`config.mk`:
```
export PLATFORM = sky130hd
export DESIGN_NAME = segment_7
export DESIGN_NICKNAME = d
export VERILOG_FILES = /design/src/rtl/segment_7_pkg.sv /design/src/rtl/segment_7_lut.sv /design/src/rtl/segment_7.sv
export SDC_FILE = /design/constraint.sdc
export NUM_CORES = 1
export LEC_CHECK = 0
export CORE_AREA = 2 2 39 41
export CTS_BUF_LIST = sky130_fd_sc_hd__clkbuf_2
export CTS_CLUSTER_DIAMETER = 30
export DETAILED_ROUTE_END_ITERATION = 8
export DIE_AREA = 0 0 41 43
export DONT_BUFFER_PORTS = 1
export PLACE_DENSITY_LB_ADDON = 0.05
export SLEW_MARGIN = 5
export SYNTH_ARGS = -nofsm -noshare
export SYNTH_HDL_FRONTEND = slang
export SYNTH_SLANG_ARGS = --single-unit
```
`constraint.sdc`:
```
create_clock -name clk -period 1.4 [get_ports clk]
set_input_delay 0.21 -clock clk [delete_from_list [all_inputs] [get_ports clk]]
set_output_delay 0.21 -clock clk [all_outputs]
set_load 0.01 [all_outputs]
```
`src/rtl/segment_7_pkg.sv`:
```
// Shared constants for the hexadecimal 7-segment decoder: glyph table,
// segment bit positions and the active-high blank pattern.
package segment_7_pkg;

  // Segment bit positions within the 8-bit drive word
  localparam int unsigned SEG_A  = 0;
  localparam int unsigned SEG_B  = 1;
  localparam int unsigned SEG_C  = 2;
  localparam int unsigned SEG_D  = 3;
  localparam int unsigned SEG_E  = 4;
  localparam int unsigned SEG_F  = 5;
  localparam int unsigned SEG_G  = 6;
  localparam int unsigned SEG_DP = 7;

  // Active-high glyph codes, bits g..a, indexed by nibble.
  // 6 and 9 carry tails, 7 omits segment f, letters render as A b C d E F.
  localparam logic [6:0] GLYPH [16] = '{
    7'h3F, 7'h06, 7'h5B, 7'h4F,
    7'h66, 7'h6D, 7'h7D, 7'h07,
    7'h7F, 7'h6F, 7'h77, 7'h7C,
    7'h39, 7'h5E, 7'h79, 7'h71
  };

  // All segments off, before any polarity inversion
  localparam logic [7:0] BLANK = 8'h00;

endpackage

```
`src/rtl/segment_7_lut.sv`:
```
// Combinational nibble to active-high 7-segment glyph lookup.
module segment_7_lut
  import segment_7_pkg::*;
(
  input  logic [3:0] bcd,
  output logic [6:0] glyph
);

  // Table lookup; every nibble has a defined glyph
  always_comb begin
    glyph = GLYPH[bcd];
  end

endmodule

```
`src/rtl/segment_7.sv`:
```
// Registered hex-to-7-segment decoder with decimal point, enable blanking
// and selectable common-cathode / common-anode output polarity.
module segment_7
  import segment_7_pkg::*;
#(
  parameter bit COMMON_ANODE = 1'b0
)(
  input  logic       clk,
  input  logic       rst,
  input  logic [3:0] bcd,
  input  logic       dp,
  input  logic       en,
  output logic [7:0] seg
);

  logic [6:0] glyph;
  logic [7:0] active_high;
  logic [7:0] next_seg;
  logic [7:0] blank_pat;

  segment_7_lut u_lut (
    .bcd   (bcd),
    .glyph (glyph)
  );

  // Gate glyph and dp with enable, then apply output polarity
  always_comb begin
    active_high = BLANK;
    if (en) begin
      active_high[SEG_G:SEG_A] = glyph;
      active_high[SEG_DP]      = dp;
    end
    next_seg  = COMMON_ANODE ? ~active_high : active_high;
    blank_pat = COMMON_ANODE ? ~BLANK : BLANK;
  end

  // Output register; reset loads the polarity-adjusted blank pattern
  always_ff @(posedge clk) begin
    if (rst) begin
      seg <= blank_pat;
    end else begin
      seg <= next_seg;
    end
  end

endmodule

```
## Word level (Yosys, flattened, before mapping)

Memory sizes are Yosys's and may differ from the RTL's. A register that Yosys moved wholly into a read port is not among the register bits.
Cells that the tools add are included.

- Bits in registers: 8
- Bits in latches: 0
- Bits in writable memories: 0
- Bits in read-only memories: 112
- Input port bits: 8
- Output and inout port bits: 8
- Word-level logic and storage cells: 8
- Memories kept: 1

- Add/sub/neg operators: 0
- Multipliers: 0
- Div/mod/pow operators: 0
- $lt $le $gt $ge: 1
- Eq/ne operators: 0
- Shift-type cells: 0
- Muxes and demuxes: 2
- Bitwise logic cells: 2
- Reduce and logical (&&, ||, !) cells: 1

Memories:

| name | words | width | rd ports | clocked after Yosys merged registers in | wr ports | RTL line | text |
|---|---|---|---|---|---|---|---|
| (name not given) | 16 | 7 | 1 | 1 | 0 | segment_7_lut.sv:11 | `glyph = GLYPH[bcd];` |

Operators by type and width:

| cell | count |
|---|---|
| 2-to-1 mux 7 bit | 2 |
| >= comparator 5 bit (second input constant) | 1 |
| inverter 4 -> 5 bit | 1 |
| OR reduction 2 bit | 1 |
| inverter 1 bit | 1 |

## Longest topological paths before layout

Gate-level depths: netlist of the first run.

- Word-level depth: 4
- Depth in mapped cells: 5
- Mapped depth without buffers: 5

## Cells and area by module

A second synthesis of the first run with hierarchy kept.

- Cells, all modules: 49
- Area total of the unflattened synthesis: 518.0 µm²

Modules (own cells, without submodules):

| module | instances | cells each | area an instance (µm²) |
|---|---|---|---|
| segment_7_lut | 1 | 33 | 287.8 |
| segment_7 | 1 | 16 | 230.2 |

## Least setup slack after synthesis of the first run

Ideal clock, no wire load.

- Path kind: input to register
- Start: in bcd[1]
- End: reg seg[3]
- Setup time: 0.070 ns
- Data arrival time: 0.958 ns
- Data required time: 1.330 ns
- Path slack: 0.372 ns
- Stages: 5
- Path buffers: 0
- Cell sequence: inv_1 ha_1 nor2b_1 a211o_1 a21oi_1

- Word-level cells in the longest chain between the ends: 1

Ends and longest elaborated chain:

| element | RTL line | text |
|---|---|---|
| start: declaration | segment_7.sv:10 | `input logic [3:0] bcd,` |
| inverter 4 -> 5 bit (not written as such) | segment_7_lut.sv:11 |  |
| end: declaration | segment_7.sv:13 | `output logic [7:0] seg` |

Every way passes these cells.
A chain may end at the register's enable or synchronous reset.

## Worst setup path after layout of the first run

Same ends and word-level chain as after synthesis.

==> summary.md, run 1 <==
| Metric | Value |
|---|---|
| Pwr Density | `920.9 nW/um^2` |
| NetSw | `109.8 uW` |
| Multi-input gate area | `262.8 um^2` |
| Reg power frac | `0.577` |
| Biggest area consumer among synthesized cells | `dfxtp_1` |
| PostCTS Resize Cnt | `0` |
| Max Cap Viol | `0` |
| Vias in the first global route | `291` |
| Top-area cell type share of the netlist area | `0.3497` |
| VDD IR max | `176.5 uV` |
| Synth-to-Final Area Change | `3.279%` |
| RSZ-0062 raised after global routing | `no` |
| Largest register FFs | `8` |
| Fin nets | `67` |
| Syn_nets | `65` |
| Total grt overflow | `0` |
| WS Path Type | `input port to flop` |
| Final hold slack | `77.08 ps` |
| Met3 Usage GRT | `0.04188` |
| Yosys reg bits | `8` |
| Grt met2 use | `0.1250` |
| Worst path cell trace | `inv_1 > ha_1 > nor2b_1 > a211o_1 > a21oi_1` |
| Die W | `41 um` |
| Xor/xnor share of the synthesized area | `0` |
| Biggest regs | `seg (8)` |
| First-pass DRT Iterations | `4` |
| Hold Violations, Final | `0` |
| GRT Overall Usage | `0.1101` |
| FP Rows | `14` |
| Seq/Total Area, Yosys | `0.3497` |
| DIE HEIGHT | `43 um` |
| CTS Buf Count | `3` |
| Syn Area/Cell | `9.159 um^2` |
| Synth Warn # | `0` |
| Final TNS setup | `0 ps` |
| Hold Buf Count CTS | `0` |
| Sequential cell area | `160.2 um^2` |
| Ant diodes | `0` |
| Most frequent cells in the layout | `dfxtp_1, ha_1, nand2_1` |
| CTS tree | `yes` |
| Post-Place Cell Area | `457.9 um^2` |
| Clk pwr share | `0.292` |
| Global-route wire length before repair | `1.248 mm` |
| Final period util | `0.6584` |
| CP Capture Type | `flop` |
| Final setup fails | `0` |
| I/O Pins | `16` |
| Top reg by flops | `seg` |
| Global route hottest layer | `met1` |
| ANT nets after route | `0` |
| Overall routed net length | `816 um` |
| Post-Syn Instances | `50` |
| First DRT Iteration DRCs | `12` |
| Achievable Freq | `1085 MHz` |
| Vias | `337` |
| Clock transition at the registers of the reported paths | `70 ps` |
| CP max stage delay | `260 ps` |
| Leak pwr | `0.2239 nW` |
| Worst-path maximum fanout | `5` |
| Post-synth EDFFs | `0` |
| Wire length per cell | `12.36 um` |
| Worst path bufs/invs | `1` |
| Simple-gate share of the synthesized area | `0.1831` |
| Slowest CP cell | `a211o_1` |
| Combinational Power Share | `0.131` |
| Routed vias/inst | `5.106` |
| Max Slew Vio Count | `0` |
| Fillers | `150` |
| CP delay by family, top | `compound AO/OA/AOI/OAI gates` |
| WP data arrival | `1070 ps` |
| Multiplexer share of the synthesized area | `0` |
| Worst Tran Pin Value | `324.1 ps` |
| Outcome | `completed` |
| Switch share | `0.2521` |
| Critical Path Source Type | `input port` |
| Antenna violations before repair | `0` |
| Die ar. | `1763 um^2` |
| Worst endpoint required time | `1550 ps` |
| Internal | `325.8 uW` |
| Synth area leaders | `dfxtp_1, ha_1, nor2b_1` |
| Largest net degree at the start of global routing | `16` |
| Most common cell after layout, fill and taps aside | `dfxtp_1` |
| Global placer's final weighted congestion | `0.7276` |
| Fraction of the mapped netlist area in adder cells | `0.1913` |
| Final cell count without fillers | `66` |
| Root buffer cell | `clkbuf_2` |
| HP Class | `input port to flop` |
| Post-synthesis compound-gate area fraction | `0.1995` |
| Post-synth ARST share | `0` |
| CTS Buffer Depth | `2` |
| Rel. slew slack | `0.7839` |
| Mapped cell area | `457.9 um^2` |
| Initial Util | `0.3309` |
| H-tree depth | `1` |
| Met1 usage in global routing | `0.1497` |
| DP Cell Count | `63` |
| Total power draw | `435.5 uW` |
| Postcts setup bufs | `0` |
| Sink Count | `8` |
| Final min period | `921.8 ps` |
| DRC | `0` |
| Layout cells sized above 1 | `0.08000` |
| Yosys cell types | `20` |
| Post-route cell area | `473.0 um^2` |
| Largest family of logic cells by synthesized area | `compound AO/OA/AOI/OAI gates` |
| Top_reg_cell synth | `dfxtp_1` |
| CORE AREA | `1384 um^2` |
| Count of input and output buffers | `0` |
==> path summary, 6_finish.rpt <==
check | from | endpoint | slack (ps) | cells after the start
setup / recovery | bcd[1] | seg[3] | 480 | 5
hold / removal | bcd[2] | seg[1] | 80 | 1
==> cells by family (layout without fill, tap and decap cells) <==
logic type / count (synthesis) / count (layout)
AO/OA/AOI/OAI: 11 / 11
adder cells (fa/ha/maj): 7 / 7
buffers and inverters: 7 / 7
flip-flops: 8 / 8
AND/OR/NAND/NOR: 17 / 17
==> cell usage after synthesis (all sizes together) (2+ instances only) <==
master,count
dfxtp,8
ha,7
nand2,5
inv,4
nor2b,4
a221oi,3
nand2b,3
nor2,3
a211o,2
a21oi,2
buf,2
==> metal layers <==
layer	part of all wire	wire length (um)
met1	0.48	388
met2	0.42	341
met3	0.11	87
met4	0	0
met5	0	0
==> power by group through the flow <==
stage / registers, mW / clock network, mW / logic [mW]
5_1_grt: 0.253 / 0.153 / 0.0655
2_1_floorplan: 0.256 / 0 / 0.0574
6_report: 0.251 / 0.127 / 0.0572
3_3_place_gp: 0.257 / 0 / 0.0575
3_5_place_dp: 0.257 / 0 / 0.0574
4_1_cts: 0.252 / 0.133 / 0.0578
==> layout make-up <==
type | count | area share
Multi-Input combinational cell | 35 | 0.5556
Sequential cell | 8 | 0.3386
Inverter | 4 | 0.03175
Tap cell | 16 | 0.04233
Clock buffer | 3 | 0.03175
==> per-stage QoR <==
| step | worst slack, ps | utilization |
|---|---|---|
| 6_report | 478.2 | 0.3418 |
| 5_1_grt | 458.3 | 0.3418 |
| 4_1_cts | 494.9 | 0.3418 |
| 3_5_place_dp | 253.7 | 0.3309 |
| 3_3_place_gp | 272.0 | 0.3309 |
| 2_1_floorplan | 372.4 | - |
(Power assumes the default switching activity.)
==> run 2, diff against run 1 <==
clock period = 0.8 ns   (was 1.4 ns; I/O delays follow)
==> summary.md, run 2 (synthesis gave the netlist of run 1 again) <==
| Metric | Value |
|---|---|
| Vias | `350 (+3.9%)` |
| Post-route cell area | `565.5 um^2 (+20%)` |
| Global route hottest layer | `met2` |
| DIE HEIGHT | `43 um (unchanged)` |
| RSZ-0062 raised after global routing | `no` |
| Vias in the first global route | `331 (+14%)` |
| Final hold slack | `-6.974 ps (-84.05 ps)` |
| DP Cell Count | `65 (+3.2%)` |
| ANT nets after route | `0 (unchanged)` |
| Max Cap Viol | `0 (unchanged)` |
| Met3 Usage GRT | `0.01571 (-0.02618)` |
| Sequential cell area | `160.2 um^2 (unchanged)` |
| VDD IR max | `317.2 uV (+80%)` |
| Postcts setup bufs | `0 (unchanged)` |
| Final cell count without fillers | `69 (+4.5%)` |
| CTS Buffer Depth | `2 (unchanged)` |
| Count of input and output buffers | `0 (unchanged)` |
| Most frequent cells in the layout | `dfxtp_1, nand2_1` |
| WP data arrival | `580 ps (-490 ps)` |
| Worst-path maximum fanout | `1 (-4)` |
| Largest register FFs | `8 (unchanged)` |
| FP Rows | `14 (unchanged)` |
| Achievable Freq | `1431 MHz` |
| I/O Pins | `16 (unchanged)` |
| Final min period | `698.7 ps` |
| Grt met2 use | `0.1781 (+0.05313)` |
| Die ar. | `1763 um^2 (unchanged)` |
| CP Capture Type | `output port` |
| First-pass DRT Iterations | `2 (-2)` |
| Biggest regs | `seg (8)` |
| H-tree depth | `1 (unchanged)` |
| Sink Count | `8 (unchanged)` |
| CTS Buf Count | `3 (unchanged)` |
| Global-route wire length before repair | `1.373 mm (+10%)` |
| Fillers | `136 (-9.3%)` |
| Worst Tran Pin Value | `308.0 ps (-16.06 ps)` |
| Max Slew Vio Count | `0 (unchanged)` |
| DRC | `0 (unchanged)` |
| Met1 usage in global routing | `0.1329 (-0.01677)` |
| CTS tree | `yes` |
| Worst endpoint required time | `680 ps (-870 ps)` |
| Largest net degree at the start of global routing | `16 (unchanged)` |
| Layout cells sized above 1 | `0.2453 (+0.1653)` |
| Final WS setup | `101.3 ps (-377.0 ps)` |
| Root buffer cell | `clkbuf_2` |
| Overall routed net length | `849 um (+4.0%)` |
| Clock transition at the registers of the reported paths | `70 ps (about the same)` |
| Total grt overflow | `0 (unchanged)` |
| Final period util | `0.8734` |
| Antenna violations before repair | `0 (unchanged)` |
| HP Class | `input port to flop` |
| Top reg by flops | `seg` |
| CORE AREA | `1384 um^2 (unchanged)` |
| Fin nets | `70 (+4.5%)` |
| Final TNS setup | `0 ps (unchanged)` |
| Post-DP HPWL | `697.2 um` |
| Initial Util | `0.3309 (unchanged)` |
| Ant diodes | `0 (unchanged)` |
| Violated checks | `negative hold slack` |
| Routed vias/inst | `5.072 (-0.66%)` |
| First DRT Iteration DRCs | `3 (-9)` |
| Final setup fails | `0 (unchanged)` |
| Most common cell after layout, fill and taps aside | `dfxtp_1` |
| WS Path Type | `flop to output port` |
| Critical Path Source Type | `flop` |
| Wire length per cell | `12.30 um (-0.48%)` |
| Synth-to-Final Area Change | `23.50%` |
| Post-Place Cell Area | `540.5 um^2 (+18%)` |
| Rel. slew slack | `0.7947 (+0.01071)` |
| Post-place setup slack | `-69.34 ps (-323.0 ps)` |
| PostCTS Resize Cnt | `0 (unchanged)` |
| Global placer's final weighted congestion | `0.8068 (+11%)` |
| Leak pwr | `0.2402 nW (+7.3%)` |
| Pwr Density | `1394 nW/um^2 (+51%)` |
| Multi-input gate area | `310.3 um^2 (+18%)` |
| Hold Violations, Final | `2 (+2)` |
| GRT Overall Usage | `0.1109 (+0.0007790)` |
| Outcome | `complete, but fails checks` |
| Hold Buf Count CTS | `1 (+1)` |
| Die W | `41 um (unchanged)` |
==> run 2: cell count changes in the layout (fill, tap and decap cells not counted), moves of 2 or more <==
cell   delta
ha_4      +3
buf_4     +2
inv_1     -2
ha_1      -4
==> run 2: area by class of cell <==
class,count,share of cell area
clock buffers,3,0.02655
well taps,16,0.03540
multi-input cells,35,0.5487
flip-flops and latches,8,0.2832
inverters,4,0.06195
repair buffers,3,0.04425
==> run 2: through the flow <==
step	total power, mW	util
floorplan	0.5686	-
global placement	0.5794	0.3906
detailed placement	0.5804	0.3906
CTS	0.8055	0.4087
global route	0.8323	0.4087
finish	0.7884	0.4087
==> run 2: metal layers <==
layer / up-vias / wire, um
li1: 178 / -
met1: 156 / 370
met2: 16 / 417
met3: 0 / 61
met4: 0 / 0
met5: - / 0
==> run 2: final timing paths <==
path / startpoint / endpoint / slack (ps) / depth (start not counted)
max: seg[4] / seg[4] / 100 / 0
min: bcd[2] / seg[1] / -7 / 1
==> run 2: power breakdown <==
part / internal [mW] / total [mW] / leakage (nW) / switching (mW)
Sequential: 0.421 / 0.440 / 0.0661 / 0.0184
Combinational: 0.0720 / 0.134 / 0.162 / 0.0618
Clock: 0.102 / 0.215 / 0.0125 / 0.113
Total: 0.595 / 0.788 / 0.240 / 0.193
